File: config.mk
export PLATFORM = sky130hd
export DESIGN_NAME = project_period_counter_master_flat
export DESIGN_NICKNAME = d
export VERILOG_FILES = /design/src/rtl/project_period_counter_master_if.sv /design/src/rtl/project_period_counter_master.sv /design/src/flat_wrapper.sv
export SDC_FILE = /design/constraint.sdc
export NUM_CORES = 1
export LEC_CHECK = 0
export ABC_CLOCK_PERIOD_IN_PS = 7900
export CAP_MARGIN = 20
export CORE_MARGIN = 5
export CORE_UTILIZATION = 36
export DETAILED_ROUTE_END_ITERATION = 8
export SYNTH_ARGS = -nofsm -noshare
export SYNTH_HDL_FRONTEND = slang
export SYNTH_SLANG_ARGS = --single-unit
File: constraint.sdc
create_clock -name i_clk -period 7.9 [get_ports i_clk]
set_input_delay 1.185 -clock i_clk [delete_from_list [all_inputs] [get_ports i_clk]]
set_output_delay 1.185 -clock i_clk [all_outputs]
set_load 0.01 [all_outputs]
File: src/rtl/project_period_counter_master_if.sv
// ---------------------------------------------------------------------------
// project_period_counter_master_if
//
// Purpose:
//   Groups the control inputs and count outputs of the PWM master timebase
//   so the counter and its consumer share one bundle.
//
// Signals (named from the counter's point of view):
//   i_en           count enable
//   i_mode         00 stop, 01 up, 10 down, 11 up-down
//   i_sync_en      1 = o_sync permitted
//   i_sync_sel     sync event: 00 zero, 01 period, 10 compare_b, 11 zero or period
//   i_compare_b    compare value used for the compare_b sync event
//   i_period       period value P (terminal count)
//   o_period       current count (registered)
//   o_period_next  value o_period takes at the next edge (combinational)
//   o_dir          up-down direction, 0 up / 1 down (registered)
//   o_sync         one-cycle sync strobe (registered)
//
// Modports:
//   master  the counter itself (drives the o_* signals)
//   slave   the consumer / controller (drives the i_* signals)
// ---------------------------------------------------------------------------
interface project_period_counter_master_if #(
  parameter int WIDTH = 16
);

  logic             i_en;
  logic [1:0]       i_mode;
  logic             i_sync_en;
  logic [1:0]       i_sync_sel;
  logic [WIDTH-1:0] i_compare_b;
  logic [WIDTH-1:0] i_period;
  logic [WIDTH-1:0] o_period;
  logic [WIDTH-1:0] o_period_next;
  logic             o_dir;
  logic             o_sync;

  modport master (
    input  i_en,
    input  i_mode,
    input  i_sync_en,
    input  i_sync_sel,
    input  i_compare_b,
    input  i_period,
    output o_period,
    output o_period_next,
    output o_dir,
    output o_sync
  );

  modport slave (
    output i_en,
    output i_mode,
    output i_sync_en,
    output i_sync_sel,
    output i_compare_b,
    output i_period,
    input  o_period,
    input  o_period_next,
    input  o_dir,
    input  o_sync
  );

endinterface

File: src/rtl/project_period_counter_master.sv
// ---------------------------------------------------------------------------
// project_period_counter_master
//
// Purpose:
//   Master timebase of the PWM peripheral. Runs an up, down or up-down
//   (triangle) period counter and emits a one-cycle o_sync strobe on a
//   selectable count event. o_sync feeds the phase-enable inputs of slave
//   counters. The current and next count are exported for downstream
//   compare/duty logic.
//
// Ports:
//   i_clk    system clock, rising edge
//   i_reset  asynchronous, active-high reset
//   ctrl     project_period_counter_master_if.master bundle
//            (i_en, i_mode, i_sync_en, i_sync_sel, i_compare_b, i_period,
//             o_period, o_period_next, o_dir, o_sync)
//
// Parameters:
//   WIDTH    counter, period and compare width in bits (default 16)
//
// Configuration macro:
//   PROJECT_PERIOD_SHADOW_EN
//     defined     : the active period comes from a shadow register that
//                   only picks up i_period while idle or at a period
//                   boundary, so mid-period changes wait for the boundary.
//     not defined : i_period is used directly and applies on the next tick.
// ---------------------------------------------------------------------------
module project_period_counter_master #(
  parameter int WIDTH = 16
) (
  input  logic                           i_clk,
  input  logic                           i_reset,
  project_period_counter_master_if.master ctrl
);

  typedef enum logic [1:0] {
    MODE_STOP   = 2'b00,
    MODE_UP     = 2'b01,
    MODE_DOWN   = 2'b10,
    MODE_UPDOWN = 2'b11
  } mode_t;

  typedef enum logic [1:0] {
    SYNC_ZERO        = 2'b00,
    SYNC_PERIOD      = 2'b01,
    SYNC_COMPARE_B   = 2'b10,
    SYNC_ZERO_PERIOD = 2'b11
  } sync_sel_t;

  mode_t            mode;
  sync_sel_t        sync_sel;
  logic             tick;

  logic [WIDTH-1:0] cnt_q;
  logic [WIDTH-1:0] cnt_n;
  logic             dir_q;
  logic             dir_n;
  logic             sync_q;
  logic             sync_n;

  // p_cur is the period governing this tick; p_next is the period that
  // goes with the new count and is what the sync events compare against.
  logic [WIDTH-1:0] p_cur;
  logic [WIDTH-1:0] p_next;

  logic             evt_zero;
  logic             evt_period;
  logic             evt_compare_b;
  logic             evt_hit;

  assign mode     = mode_t'(ctrl.i_mode);
  assign sync_sel = sync_sel_t'(ctrl.i_sync_sel);
  assign tick     = ctrl.i_en && (mode != MODE_STOP);

  // Next count and direction. Without a tick everything holds. The down
  // reload always takes i_period directly: with the shadow register that
  // is the freshly loaded value, without it it is the live period anyway.
  // A zero period pins the counter at 0 counting up in every mode.
  always_comb begin
    cnt_n = cnt_q;
    dir_n = dir_q;
    if (tick) begin
      unique case (mode)
        MODE_UP: begin
          dir_n = 1'b0;
          if (cnt_q >= p_cur) begin
            cnt_n = '0;
          end else begin
            cnt_n = cnt_q + WIDTH'(1);
          end
        end
        MODE_DOWN: begin
          if (cnt_q == '0) begin
            cnt_n = ctrl.i_period;
            dir_n = (ctrl.i_period != '0);
          end else begin
            cnt_n = cnt_q - WIDTH'(1);
            dir_n = (p_cur != '0);
          end
        end
        MODE_UPDOWN: begin
          if (p_cur == '0) begin
            cnt_n = '0;
            dir_n = 1'b0;
          end else if (!dir_q && (cnt_q >= p_cur)) begin
            // Top of the triangle: P is shown for one tick only.
            cnt_n = p_cur - WIDTH'(1);
            dir_n = 1'b1;
          end else if (dir_q && (cnt_q == '0)) begin
            // Bottom of the triangle: 0 is shown for one tick only.
            cnt_n = WIDTH'(1);
            dir_n = 1'b0;
          end else if (dir_q) begin
            cnt_n = cnt_q - WIDTH'(1);
          end else begin
            cnt_n = cnt_q + WIDTH'(1);
          end
        end
        MODE_STOP: begin
        end
      endcase
    end
  end

`ifdef PROJECT_PERIOD_SHADOW_EN
  logic [WIDTH-1:0] period_q;
  logic [WIDTH-1:0] period_n;

  // Shadow period reload points: every idle cycle, and on the tick that
  // lands on the period boundary of the current mode. In down mode the
  // boundary is the reload to the new period value.
  always_comb begin
    period_n = period_q;
    if (!tick) begin
      period_n = ctrl.i_period;
    end else begin
      unique case (mode)
        MODE_UP:     if (cnt_n == '0)            period_n = ctrl.i_period;
        MODE_DOWN:   if (cnt_n == ctrl.i_period) period_n = ctrl.i_period;
        MODE_UPDOWN: if (cnt_n == '0)            period_n = ctrl.i_period;
        MODE_STOP: begin
        end
      endcase
    end
  end

  // Shadow period register.
  always_ff @(posedge i_clk or posedge i_reset) begin
    if (i_reset) begin
      period_q <= '0;
    end else begin
      period_q <= period_n;
    end
  end

  assign p_cur  = period_q;
  assign p_next = period_n;
`else
  assign p_cur  = ctrl.i_period;
  assign p_next = ctrl.i_period;
`endif

  // Sync events are judged on the new count so the strobe lines up with
  // the cycle in which o_period shows the event value. A compare_b value
  // beyond the period is never a legal event, even if a shrinking period
  // leaves the count briefly above it.
  always_comb begin
    evt_zero      = (cnt_n == '0);
    evt_period    = (cnt_n == p_next);
    evt_compare_b = (cnt_n == ctrl.i_compare_b) && (ctrl.i_compare_b <= p_next);
    evt_hit       = 1'b0;
    unique case (sync_sel)
      SYNC_ZERO:        evt_hit = evt_zero;
      SYNC_PERIOD:      evt_hit = evt_period;
      SYNC_COMPARE_B:   evt_hit = evt_compare_b;
      SYNC_ZERO_PERIOD: evt_hit = evt_zero || evt_period;
    endcase
    sync_n = tick && ctrl.i_sync_en && evt_hit;
  end

  // Count, direction and sync registers.
  always_ff @(posedge i_clk or posedge i_reset) begin
    if (i_reset) begin
      cnt_q  <= '0;
      dir_q  <= 1'b0;
      sync_q <= 1'b0;
    end else begin
      cnt_q  <= cnt_n;
      dir_q  <= dir_n;
      sync_q <= sync_n;
    end
  end

  assign ctrl.o_period      = cnt_q;
  assign ctrl.o_period_next = cnt_n;
  assign ctrl.o_dir         = dir_q;
  assign ctrl.o_sync        = sync_q;

endmodule

File: src/flat_wrapper.sv
// flat-port wrapper written by rule: the top's interface ports become plain ports
module project_period_counter_master_flat 
#(
  parameter int WIDTH = 16
)
  (i_clk, i_reset, ctrl_i_en, ctrl_i_mode, ctrl_i_sync_en, ctrl_i_sync_sel, ctrl_i_compare_b, ctrl_i_period, ctrl_o_period, ctrl_o_period_next, ctrl_o_dir, ctrl_o_sync);
  project_period_counter_master_if #(.WIDTH(WIDTH)) ctrl_i ();
  input  logic i_clk;
  input  logic i_reset;
  input wire logic [$bits(ctrl_i.i_en)-1:0] ctrl_i_en;
  input wire logic [$bits(ctrl_i.i_mode)-1:0] ctrl_i_mode;
  input wire logic [$bits(ctrl_i.i_sync_en)-1:0] ctrl_i_sync_en;
  input wire logic [$bits(ctrl_i.i_sync_sel)-1:0] ctrl_i_sync_sel;
  input wire logic [$bits(ctrl_i.i_compare_b)-1:0] ctrl_i_compare_b;
  input wire logic [$bits(ctrl_i.i_period)-1:0] ctrl_i_period;
  output wire logic [$bits(ctrl_i.o_period)-1:0] ctrl_o_period;
  output wire logic [$bits(ctrl_i.o_period_next)-1:0] ctrl_o_period_next;
  output wire logic [$bits(ctrl_i.o_dir)-1:0] ctrl_o_dir;
  output wire logic [$bits(ctrl_i.o_sync)-1:0] ctrl_o_sync;
  assign ctrl_i.i_en = ctrl_i_en;
  assign ctrl_i.i_mode = ctrl_i_mode;
  assign ctrl_i.i_sync_en = ctrl_i_sync_en;
  assign ctrl_i.i_sync_sel = ctrl_i_sync_sel;
  assign ctrl_i.i_compare_b = ctrl_i_compare_b;
  assign ctrl_i.i_period = ctrl_i_period;
  assign ctrl_o_period = ctrl_i.o_period;
  assign ctrl_o_period_next = ctrl_i.o_period_next;
  assign ctrl_o_dir = ctrl_i.o_dir;
  assign ctrl_o_sync = ctrl_i.o_sync;
  project_period_counter_master #(.WIDTH(WIDTH)) u_core (.i_clk(i_clk), .i_reset(i_reset), .ctrl(ctrl_i));
endmodule
# Word-level counts from Yosys, hierarchy flattened
# Cells that the tools add are included.
# totals
ff_bits	18
latchBits	0
ram_bits	0
romBits	0
input_bits	40
out_inout_bits	34
wordCells	46
n_memories	0
# op_classes
addsub	3
n_mul	0
div	0
order_cmp	2
n_eq_ne	9
n_shift	0
mux	13
n_bitwise	0
reduce_logical	16
# op_table
cell	n
$mux W16	7
$logic_not A16 Y1	3
$pmux W16 S3	1
$eq A16 B16 Y1	2
$sub A16 B1 Y16 const B	2
$add A16 B1 Y16 const B	1
$ge A16 B16 Y1	1
$le A16 B16 Y1	1
$reduce_bool A16 Y1	1
$eq A2 B2 Y1 const B	4
$logic_and A1 B1 Y1	6
$eq A2 B1 Y1 const B	2
$ne A4 B1 Y1 const B	1
$pmux W1 S4	1
$mux W1	3
$pmux W1 S3	1
$reduce_and A3 Y1	1
$reduce_bool A3 Y1	1
$logic_not A2 Y1	1
$reduce_bool A2 Y1	1
$logic_not A1 Y1	1
$logic_or A1 B1 Y1	1

# Logic depth before layout (Yosys ltp)
# logic_depth
ltp_word	11
depth_mapped	16
ltp_nobuf	13

# Worst setup path before layout
# OpenSTA, ideal clock, no wires.
# synth_path
kind	input to output
start	input ctrl_i_period[9]
end	output ctrl_o_period_next[14]
t_arrival_ns	3.423
slack_ns	3.292
stages	12
n_path_buf	3
cell_sequence	buf_2 inv_1 ha_1 nand4_1 nor4_1 a221oi_1 buf_4 and3_1 buf_6 a221o_1 o22ai_1 inv_1
# synth_between
elab_chain_len	6
# synth_rtl
item	line_no	source
start, declared	flat_wrapper.sv:15	input wire logic [$bits(ctrl_i.i_period)-1:0] ctrl_i_period;
$ge A16 B16 Y1	project_period_counter_master.sv:86, project_period_counter_master.sv:105	
$logic_and A1 B1 Y1	project_period_counter_master.sv:105	end else if (!dir_q && (cnt_q >= p_cur)) begin
$mux W16	project_period_counter_master.sv:105	
$mux W16	project_period_counter_master.sv:102	if (p_cur == '0) begin
$pmux W16 S3 (*)	project_period_counter_master.sv:83	unique case (mode)
$mux W16 (*)	project_period_counter_master.sv:82	if (tick) begin
end, declared	flat_wrapper.sv:17	output wire logic [$bits(ctrl_i.o_period_next)-1:0] ctrl_o_period_next;
# Every way passes the cells marked *; elsewhere a longest branch is shown, timed or not.

# Worst setup path in the final report
# layout_path
start	input ctrl_i_period[2]
end	output ctrl_o_period_next[9]
# The elaborated chain is that of the path after synthesis.

==> results.sh <==
export IMPL_cts_buffers=3
export IMPL_rr_startpoint="u_core.ctrl.o_period[0]"
export IMPL_drtIter0Drc=513
export IMPL_cp_cell_sequence="clkdlybuf4s50_1, inv_1, ha_1, o21ai_0, o21ai_0, a221oi_2, buf_4, and3_1, a211o_1, a21oi_1, or2_2, inv_1, clkdlybuf4s50_1"
export IMPL_wl_per_cell_um=24.4
export IMPL_portBuffers=73
export IMPL_p_total_mw=1.46
export IMPL_rsz0062_at_grt="false"
export IMPL_power_leakage_nw=1.93
export IMPL_worst_pin_slew_ns=0.901
export IMPL_setup_viol=0
export IMPL_powerDensity_nw_per_um2=282
export IMPL_critPathKind="in2out"
export IMPL_antenna_found_initial=0
export IMPL_hold_path_class="reg2reg"
export IMPL_num_rows=40
export IMPL_pre_cts_ws_ns=1.30
export IMPL_grt_pass1_wl_um=28800
export IMPL_postSynthAreaPerCell_sq_um=7.33
export IMPL_status="finished, final reports clean"
export IMPL_die_h_um=120
export IMPL_yosys_cell_types_count=78
export IMPL_startpoint_type="input pin"
export IMPL_vias=5073
export IMPL_synth_compound_area_share_pct=28.7
export IMPL_combPwrFrac_pct=72.9
export IMPL_period_needed_ns=6.65
export IMPL_synth_edf_count=0
export IMPL_yosys_area_share_xor_xnor_pct=10.0
export IMPL_cts_sinks=18
export IMPL_grt_usage_pct=25.5
export IMPL_fin_skew_ns=0.00193
export IMPL_cts_root_buffer="clkbuf_16"
export IMPL_p_sw_mw=0.821
export IMPL_core_area_sq_um=12000
export IMPL_finalSetupTns_ns=0
export IMPL_fill_cells=1196
export IMPL_cts_resized=0
export IMPL_syn_nets=672
export IMPL_crit_fanout=11
export IMPL_area_growth_pct=18.8
export IMPL_cap_violations=0
export IMPL_viasPerCell=6.49
export IMPL_crit_required_ns=6.71
export IMPL_drv_slew=0
export IMPL_clk_pin_slew_ns=0.05
export IMPL_fin_util_pct=43.3
export IMPL_irDropWorstVdd_uv=207
export IMPL_stdcell_count=782
export IMPL_dieArea_sq_um=14400
export IMPL_htree_levels=1
export IMPL_overflow=0
export IMPL_p_int_mw=0.639
export IMPL_fmax_mhz=150
export IMPL_initial_core_util_pct=36.5
export IMPL_first_pass_iters=7
export IMPL_cts_setup_buffers=0
export IMPL_hpwl_um=14800
export IMPL_yosys_warnings=0
export IMPL_num_nets_final=714
export IMPL_synth_top_family_by_area="simple AND/OR/NAND/NOR gates"
export IMPL_ys_seq_elements=18
export IMPL_seqPwrFrac_pct=20.1
export IMPL_yosysSeqAreaShare_pct=10.3
export IMPL_cp_arrival_ns=5.47
export IMPL_setup_slack_ns=1.25
export IMPL_grt_max_degree=32
export IMPL_die_w_um=120
export IMPL_placed_area_sq_um=5110
export IMPL_p_clk_share_pct=7.1
export IMPL_synth_top_area_share_pct=10.6
export IMPL_synthSimpleGateAreaFrac_pct=30.0
export IMPL_synth_largest_area_cell="ha_1"
export IMPL_async_flop_share_pct=100
export IMPL_synth_ff_type="dfrtp_1"
export IMPL_clockBufferDepth=2
export IMPL_clkLatencyLatePin_ns=0.25
export IMPL_cpPeakStageDelay_ns=0.79
export IMPL_gp_congestion=0.972
export IMPL_netlist_area_sq_um=4360
export IMPL_holdWs_ns=0.884
export IMPL_synth_cells=595
export IMPL_timing_rr_end="u_core.ctrl.o_sync"
export IMPL_critPathCaptureType="output port"
export IMPL_drc_errors=0
export IMPL_worstHoldStart="u_core.ctrl.o_dir"
export IMPL_post_route_period_util_pct=84.2
export IMPL_holdPathEnd="u_core.ctrl.o_dir"
export IMPL_final_area_sq_um=5180
export IMPL_first_global_vias=4871
export IMPL_hold_viol=0
export IMPL_insertedDiodeCount=0
export IMPL_synth_area_leaders="ha_1 (11%), dfrtp_1 (10%), xnor2_1 (7.0%), nor2_1 (4.4%), nand4_1 (3.9%)"
export IMPL_critPathSlowestCell="a221oi_2"
export IMPL_hold_buffers=0
export IMPL_finalWirelength_um=19100
export IMPL_reg2reg_setup_slack_ns=2.97
export IMPL_dpl_cell_count=779
export IMPL_synthAdderAreaFrac_pct=10.6
export IMPL_ios=74
export IMPL_drtAntennaViolNets=0
export IMPL_hold_depth=2
export IMPL_cts_tree="yes"
export IMPL_max_slew_margin_pct=39.9
export IMPL_p_sw_share_pct=56.2
export IMPL_synthMuxAreaShare_pct=1.84
export IMPL_reg2reg_depth=13
export IMPL_drive_above_1_share_pct=6.46
state kept, by name, summed over array words and instances (netlist names):
signal / cells
u_core.ctrl.o_dir: 1
u_core.ctrl.o_period: 16
u_core.ctrl.o_sync: 1
layout make-up:
cell class                      instances  area, sq um  share of cell area [%]
Clock buffer                            3         75.1                    1.45
Inverter                               36          135                    2.61
Multi-Input combinational cell        497         3550                    68.5
Sequential cell                        18          450                    8.69
Tap cell                              147          184                    3.55
Timing Repair Buffer                   81          791                    15.3
metal layers:
| metal | routed length, um | GRT usage (%) |
|---|---|---|
| met1 | 7660 | 34.7 |
| met3 | 1740 | 2.45 |
| met5 | 0 | 0 |
| met4 | 909 | 11.4 |
| met2 | 8760 | 40.7 |
synth_stat cells, types with 7 or more instances:
cell	count
nand2b_1	10
clkbuf_1	18
o31ai_1	8
nand3_1	26
a21o_1	8
ha_1	37
xnor2_1	35
nor2_1	51
a21oi_1	28
dfrtp_1	18
nand4_1	27
inv_1	35
nor3_1	15
mux2i_1	8
a211oi_1	7
nor2b_1	7
xor2_1	15
buf_2	15
a31oi_1	11
nor4_1	12
o21ai_0	32
nand2_1	39
o211ai_1	11
worst max path at each step:
stage | from | slack, ns | to | cells after the start
2_1_floorplan | ctrl_i_period[9] | 3.29 | ctrl_o_period_next[14] | 12
3_3_place_gp | ctrl_i_period[2] | 1.28 | ctrl_o_period_next[11] | 12
3_5_place_dp | ctrl_i_period[2] | 1.30 | ctrl_o_period_next[9] | 13
4_1_cts | ctrl_i_period[2] | 1.31 | ctrl_o_period_next[9] | 13
5_1_grt | ctrl_i_period[2] | 1.06 | ctrl_o_period_next[2] | 13
6_report | ctrl_i_period[2] | 1.25 | ctrl_o_period_next[9] | 13
logic make-up (layout without fill, tap and decap cells):
kind of cell / count (synthesis) / in the layout
simple gates: 230 / 230
compound gates: 172 / 172
buf+inv: 80 / 120
xor+xnor: 50 / 50
fa+ha+maj: 37 / 37
flops: 18 / 18
mux: 8 / 8
critical path: cells and delay by family:
family | cells | cell delay (ns)
buf+inv | 5 | 1.86
compound gates | 5 | 1.32
simple gates | 2 | 0.78
fa+ha+maj | 1 | 0.31
power groups by stage:
stage / clock [mW] / sequential (mW) / combinational (mW)
4_1_cts: 0.105 / 0.289 / 1.05
2_1_floorplan: 0 / 0.189 / 0.729
6_report: 0.103 / 0.293 / 1.06
5_1_grt: 0.109 / 0.303 / 1.14
3_3_place_gp: 0 / 0.292 / 1.05
3_5_place_dp: 0 / 0.292 / 1.04
placed cells by master (no fill, tap or decap), drive strengths merged, types with 3 or more instances in the layout:
cell type,n
mux2i,8
nor2,51
and3,4
o311ai,3
a31oi,11
clkbuf,3
o211ai,11
o221ai,7
nor3,16
a221o,3
o22ai,6
nor3b,7
dfrtp,18
nand3,28
nand2,40
a21oi,30
xor2,15
nand4,30
o31a,4
o21ai,37
ha,37
a211oi,7
nor4,17
a221oi,3
nor2b,7
or3,6
or2,5
o41ai,4
nand2b,10
xnor2,35
clkdlybuf4s50,73
o21a,5
o31ai,8
buf,8
a21o,8
inv,35
a2111oi,7
No activity file was read; power rests on OpenSTA's default activity.
==> patch 1: new RTL, same flow settings <==
Build with the macro `PROJECT_PERIOD_SHADOW_EN` defined.
--- a/src/rtl/project_period_counter_master.sv
+++ b/src/rtl/project_period_counter_master.sv
@@ -27,2 +27,4 @@
 // ---------------------------------------------------------------------------
+`define PROJECT_PERIOD_SHADOW_EN
+
 module project_period_counter_master #(
Function: changed (Yosys sat finds a counterexample within 4 cycles, from zero or initial values and one cycle with i_reset high).
==> patch 1 against the unedited design <==
Combinational power grew 7%; setup slack lost 0.57 ns; wire length grew 28%; sequential cell count grew 16; total power grew 11%; first-iteration DRC count grew 120%; die area grew 21%; area after synthesis grew 23%; clock power grew 96%; cell area grew 26%; register-to-register slack lost 2.2 ns; global-route usage grew 1.6 points; critical endpoint is now u_core.ctrl.o_sync; largest power group unchanged.
==> patch 1: results (changes against the unedited design) <==
The clock buffer count from CTS is 5 (+2). The final worst clock skew was 0.00456 ns (+0.00263 ns). The run gives 7.44 ns (+1.97 ns) as the arrival time reported for the critical path endpoint. The count of filler cells inserted in the layout was 1470 (+23%). Number of cells on the worst hold path: 1 (-1).

The delay of the slowest cell on the worst path came out at 1.04 ns (+0.25 ns). The startpoint of the worst register-to-register path was u_core.ctrl.o_period[8]. The worst setup slack for register-to-register paths came out at 0.76 ns (-2.21 ns). The worst max-slew margin expressed relative to the limit was 19.5% (-20 points).

The flow ran to the end, and the final reports show no timing, DRC or antenna violations. Leakage power total: 2.58 nW (+34%). For the maximum ir drop on the vdd rail, the log shows 0.119 mV (-42%). The sequential share of the synthesized area is 15.9% (+5.6 points), and the via count of the first global-routing pass is 6408 (+32%). The number of distinct library cells after synthesis was 80 (+2.6%). The ratio of cells with drive above 1 in the final layout was 10.6% (+4.1 points); the maximum level of the CTS H-tree was 2 (+1). The routed wire length per instance was 25.0 um (+2.5%); the first-iteration detailed-routing DRC count was 1108 (+120%). The mean post-synth cell area was 7.40 um^2 (+0.94%). The design internal power came out at 0.787 mW (+23%). Counting instances in the post-synthesis netlist gives the leading cell types as 61 x nor2_1, 48 x xnor2_1, 47 x inv_1. The sequential group share of total power came out at 17.9% (-2.2 points). The power density of the placed cells works out to 247 mW/mm^2 (-12%). The slowest library cell on the worst path is a2111oi_0.

The initial antenna violation count was 1 (+1); the top fanout value on the critical path was 15 (+4). Worst reg-to-reg path cell count: 23 (+10). Broken down by cell family, the worst path's largest delay share belongs to compound AO/OA/AOI/OAI gates.
[patch 1: worst min-delay path by stage]
stage | from | end
3_5_place_dp | u_core.p_cur[12] | u_core.p_cur[12]
2_1_floorplan | u_core.p_cur[0] | u_core.p_cur[0]
5_1_grt | u_core.p_cur[12] | u_core.p_cur[12]
3_3_place_gp | u_core.p_cur[12] | u_core.p_cur[12]
6_report | u_core.p_cur[12] | u_core.p_cur[12]
4_1_cts | u_core.p_cur[12] | u_core.p_cur[12]
[patch 1: routing by layer]
metal | vias to the layer above | wire (um) | GRT usage, %
met4 | 2 | 1200 | 11.9
met5 | - | 20 | 0
met3 | 98 | 2640 | 5.04
li1 | 2883 | - | -
met2 | 460 | 11000 | 43.9
met1 | 3024 | 9610 | 35.2
[patch 1: through the flow]
step	worst slack, ns	instance area [um^2]	hold WS, ns
final	0.680	6560	0.642
after CTS	0.847	6560	0.634
after global routing	0.461	6560	0.643
after global placement	-0.0295	6400	0.614
after detailed placement	0.556	6410	0.621
after floorplan	1.51	5360	0.563
[patch 1: final cells by class]
cell class | instances | area share, %
clock buffers | 7 | 2.18
clock inverters | 1 | 0.0763
inverters | 49 | 2.81
multi-input cells | 593 | 63.0
flip-flops and latches | 34 | 13.0
well taps | 184 | 3.51
repair buffers | 111 | 15.5
[patch 1: kinds of logic (layout without fill, tap and decap cells)]
family                   after synthesis  in the layout  share of synthesized area, %
AND/OR/NAND/NOR                      275            275                          27.8
AO/OA/AOI/OAI                        206            206                          27.9
buffers and inverters                 97            168                          7.17
XOR/XNOR                              66             66                          10.8
adder cells (fa/ha/maj)               34             34                          7.94
flip-flops                            34             34                          15.9
multiplexers                          12             12                          2.45
==> patch 2: new RTL, config.mk and constraints unchanged <==
Made on the original files. `WIDTH` is set to 16 in 3 places; all go to 14. Comments in the files are not updated.
--- a/src/rtl/project_period_counter_master_if.sv
+++ b/src/rtl/project_period_counter_master_if.sv
@@ -24,3 +24,3 @@
 interface project_period_counter_master_if #(
-  parameter int WIDTH = 16
+  parameter int WIDTH = 14
 );
--- a/src/rtl/project_period_counter_master.sv
+++ b/src/rtl/project_period_counter_master.sv
@@ -28,3 +28,3 @@
 module project_period_counter_master #(
-  parameter int WIDTH = 16
+  parameter int WIDTH = 14
 ) (
--- a/src/flat_wrapper.sv
+++ b/src/flat_wrapper.sv
@@ -3,3 +3,3 @@
 #(
-  parameter int WIDTH = 16
+  parameter int WIDTH = 14
 )
Ports: changed (resized ctrl_i_compare_b, ctrl_i_period, ctrl_o_period and ctrl_o_period_next); port bits go from 74 to 66. No check against the original RTL was run, so the function may have changed too.
==> patch 2 against the unedited design <==
Die area shrank 16%; area after synthesis down 18%; wire length decreased by 18%; setup slack got worse by 0.031 ns; synthesized cell count decreased by 15%; largest cell class unchanged; final cell count is 12% lower; sequential cell count shrank 2; total power decreased by 6.8%; cell area fell by 15%.
==> patch 2: results (changes against the unedited design) <==
The run finished with clean final reports. Sorting the synthesized cells by area gives the leading types as dfrtp_1 11%, ha_1 11%, xnor2_1 10%. The number of distinct library cells after synthesis came out at 67 (-14%).

Final-stage net count: 622 (-13%). The tools report the synthesized net count as 574 (-15%). In the synthesized netlist, the cells that appear most often are 43 x xnor2_1, 37 x nor2_1, 33 x a21oi_1, 33 x nand2_1, 32 x ha_1. The via count of the first global-routing pass was 4250 (-13%). Worst setup slack for register-to-register paths: 2.81 ns (-0.16 ns). The tools report the number of diodes added for antenna fixing as 0 (unchanged). For the final worst clock skew, the log shows 0.00166 ns (-0.000266 ns). The overall global routing resource usage is 25.5% (about the same).

The count of filler cells inserted in the layout came out at 1018 (-15%). The tools report the worst max-slew margin expressed relative to the limit as 31.4% (-8.5 points). The tools report the switching power as 0.762 mW (-7.2%). The top fanout value on the critical path is 18 (+7), and the leakage power total is 1.66 nW (-14%). The run gives 15.6 mm (-18%) as the total detailed-routing wirelength. The tools report the total instance count after detailed placement as 682 (-12%). The ratio of cells with drive above 1 in the final layout is 5.61% (-0.85 points). The startpoint identified for the worst register-to-register timing path is u_core.ctrl.o_period[0].

The wire length of the first global-routing pass was 23.5 mm (-18%); the total half-perimeter wirelength after legalization and detailed placement was 12.0 mm (-19%). The count of buffers from port buffering is 65 (-11%), and the arrival time reported for the critical path endpoint is 5.50 ns (+0.03 ns). The maximum ir drop on the vdd rail is 0.266 mV (+29%), and the number of optimization iterations in the first detailed-route pass is 5 (-2). The number of flip-flops in the largest register came out at 14 (-2). The run gives 438 (-15%) as the first-iteration detailed-routing DRC count.

Final weighted congestion in routability-driven placement: 0.946 (-2.7%). For the number of standard cells in the final layout excluding fillers, the log shows 686 (-12%). The run gives 0.970 ns (+0.0868 ns) as the worst hold slack. The root buffer cell chosen for the clock tree is clkbuf_8. The mean post-synth cell area is 7.10 um^2 (-3.2%), and the setup slack at placement is 1.28 ns (-0.0262 ns). The number of resized instances in the post-cts repair step is 0 (unchanged), and the combinational logic power is 1.02 mW (-4%).

The run gives 0 ns (unchanged) as the setup total negative slack. The average vias per placed instance works out to 6.49 (about the same). The design internal power was 0.599 mW (-6.3%).

The number of cells on the worst hold path is 3 (+1). The instance area after placement came out at 0.00436 mm^2 (-15%). The area used by multi-input combinational logic is 0.00294 mm^2 (-17%), and the power attributed to the clock group is 0.0735 mW (-29%).
==> patch 2: critical path, cell delays in order <==
cell and delay (ns):
clkdlybuf4s50_1 0.64, inv_1 0.16, ha_1 0.32, nand4_1 0.13, or2_2 0.33, a311o_1 0.59, a21oi_1 0.61, a21oi_1 0.14
a221oi_1 0.66, inv_1 0.18, clkdlybuf4s50_1 0.53
==> patch 2: worst max-delay path by stage <==
stage	start	to	slack, ns	depth (start not counted)
final	ctrl_i_period[11]	ctrl_o_period_next[2]	1.22	11
after global routing	ctrl_i_period[11]	ctrl_o_period_next[2]	0.94	11
after CTS	ctrl_i_period[11]	ctrl_o_period_next[3]	1.26	11
after detailed placement	ctrl_i_period[11]	ctrl_o_period_next[3]	1.28	11
after global placement	ctrl_i_period[5]	ctrl_o_period_next[6]	1.34	10
after floorplan	ctrl_i_period[12]	ctrl_o_period_next[11]	2.82	10
==> patch 2: layout make-up <==
cell class | instances | area share [%]
multi-input cells | 425 | 66.6
repair buffers | 76 | 16.6
flip-flops and latches | 16 | 9.07
well taps | 133 | 3.77
inverters | 32 | 2.72
clock buffers | 4 | 1.25
==> patch 2: metal layers <==
| metal | GRT usage, % | share of wire, % |
|---|---|---|
| met5 | 0 | 0 |
| met4 | 11.0 | 3.8 |
| met3 | 3.99 | 10 |
| met2 | 41.2 | 45 |
| met1 | 33.5 | 41 |
==> patch 2: cells by family after synthesis <==
kind of cell	count (synthesis)	synth area share, %
AOI/OAI and AO/OA	145	28.4
xor gates and xnor gates	49	11.9
adders and majority gates	32	11.1
and+or+nand+nor	193	28.3
buffers and inverters	65	7.28
DFF	16	11.1
muxes	6	1.74
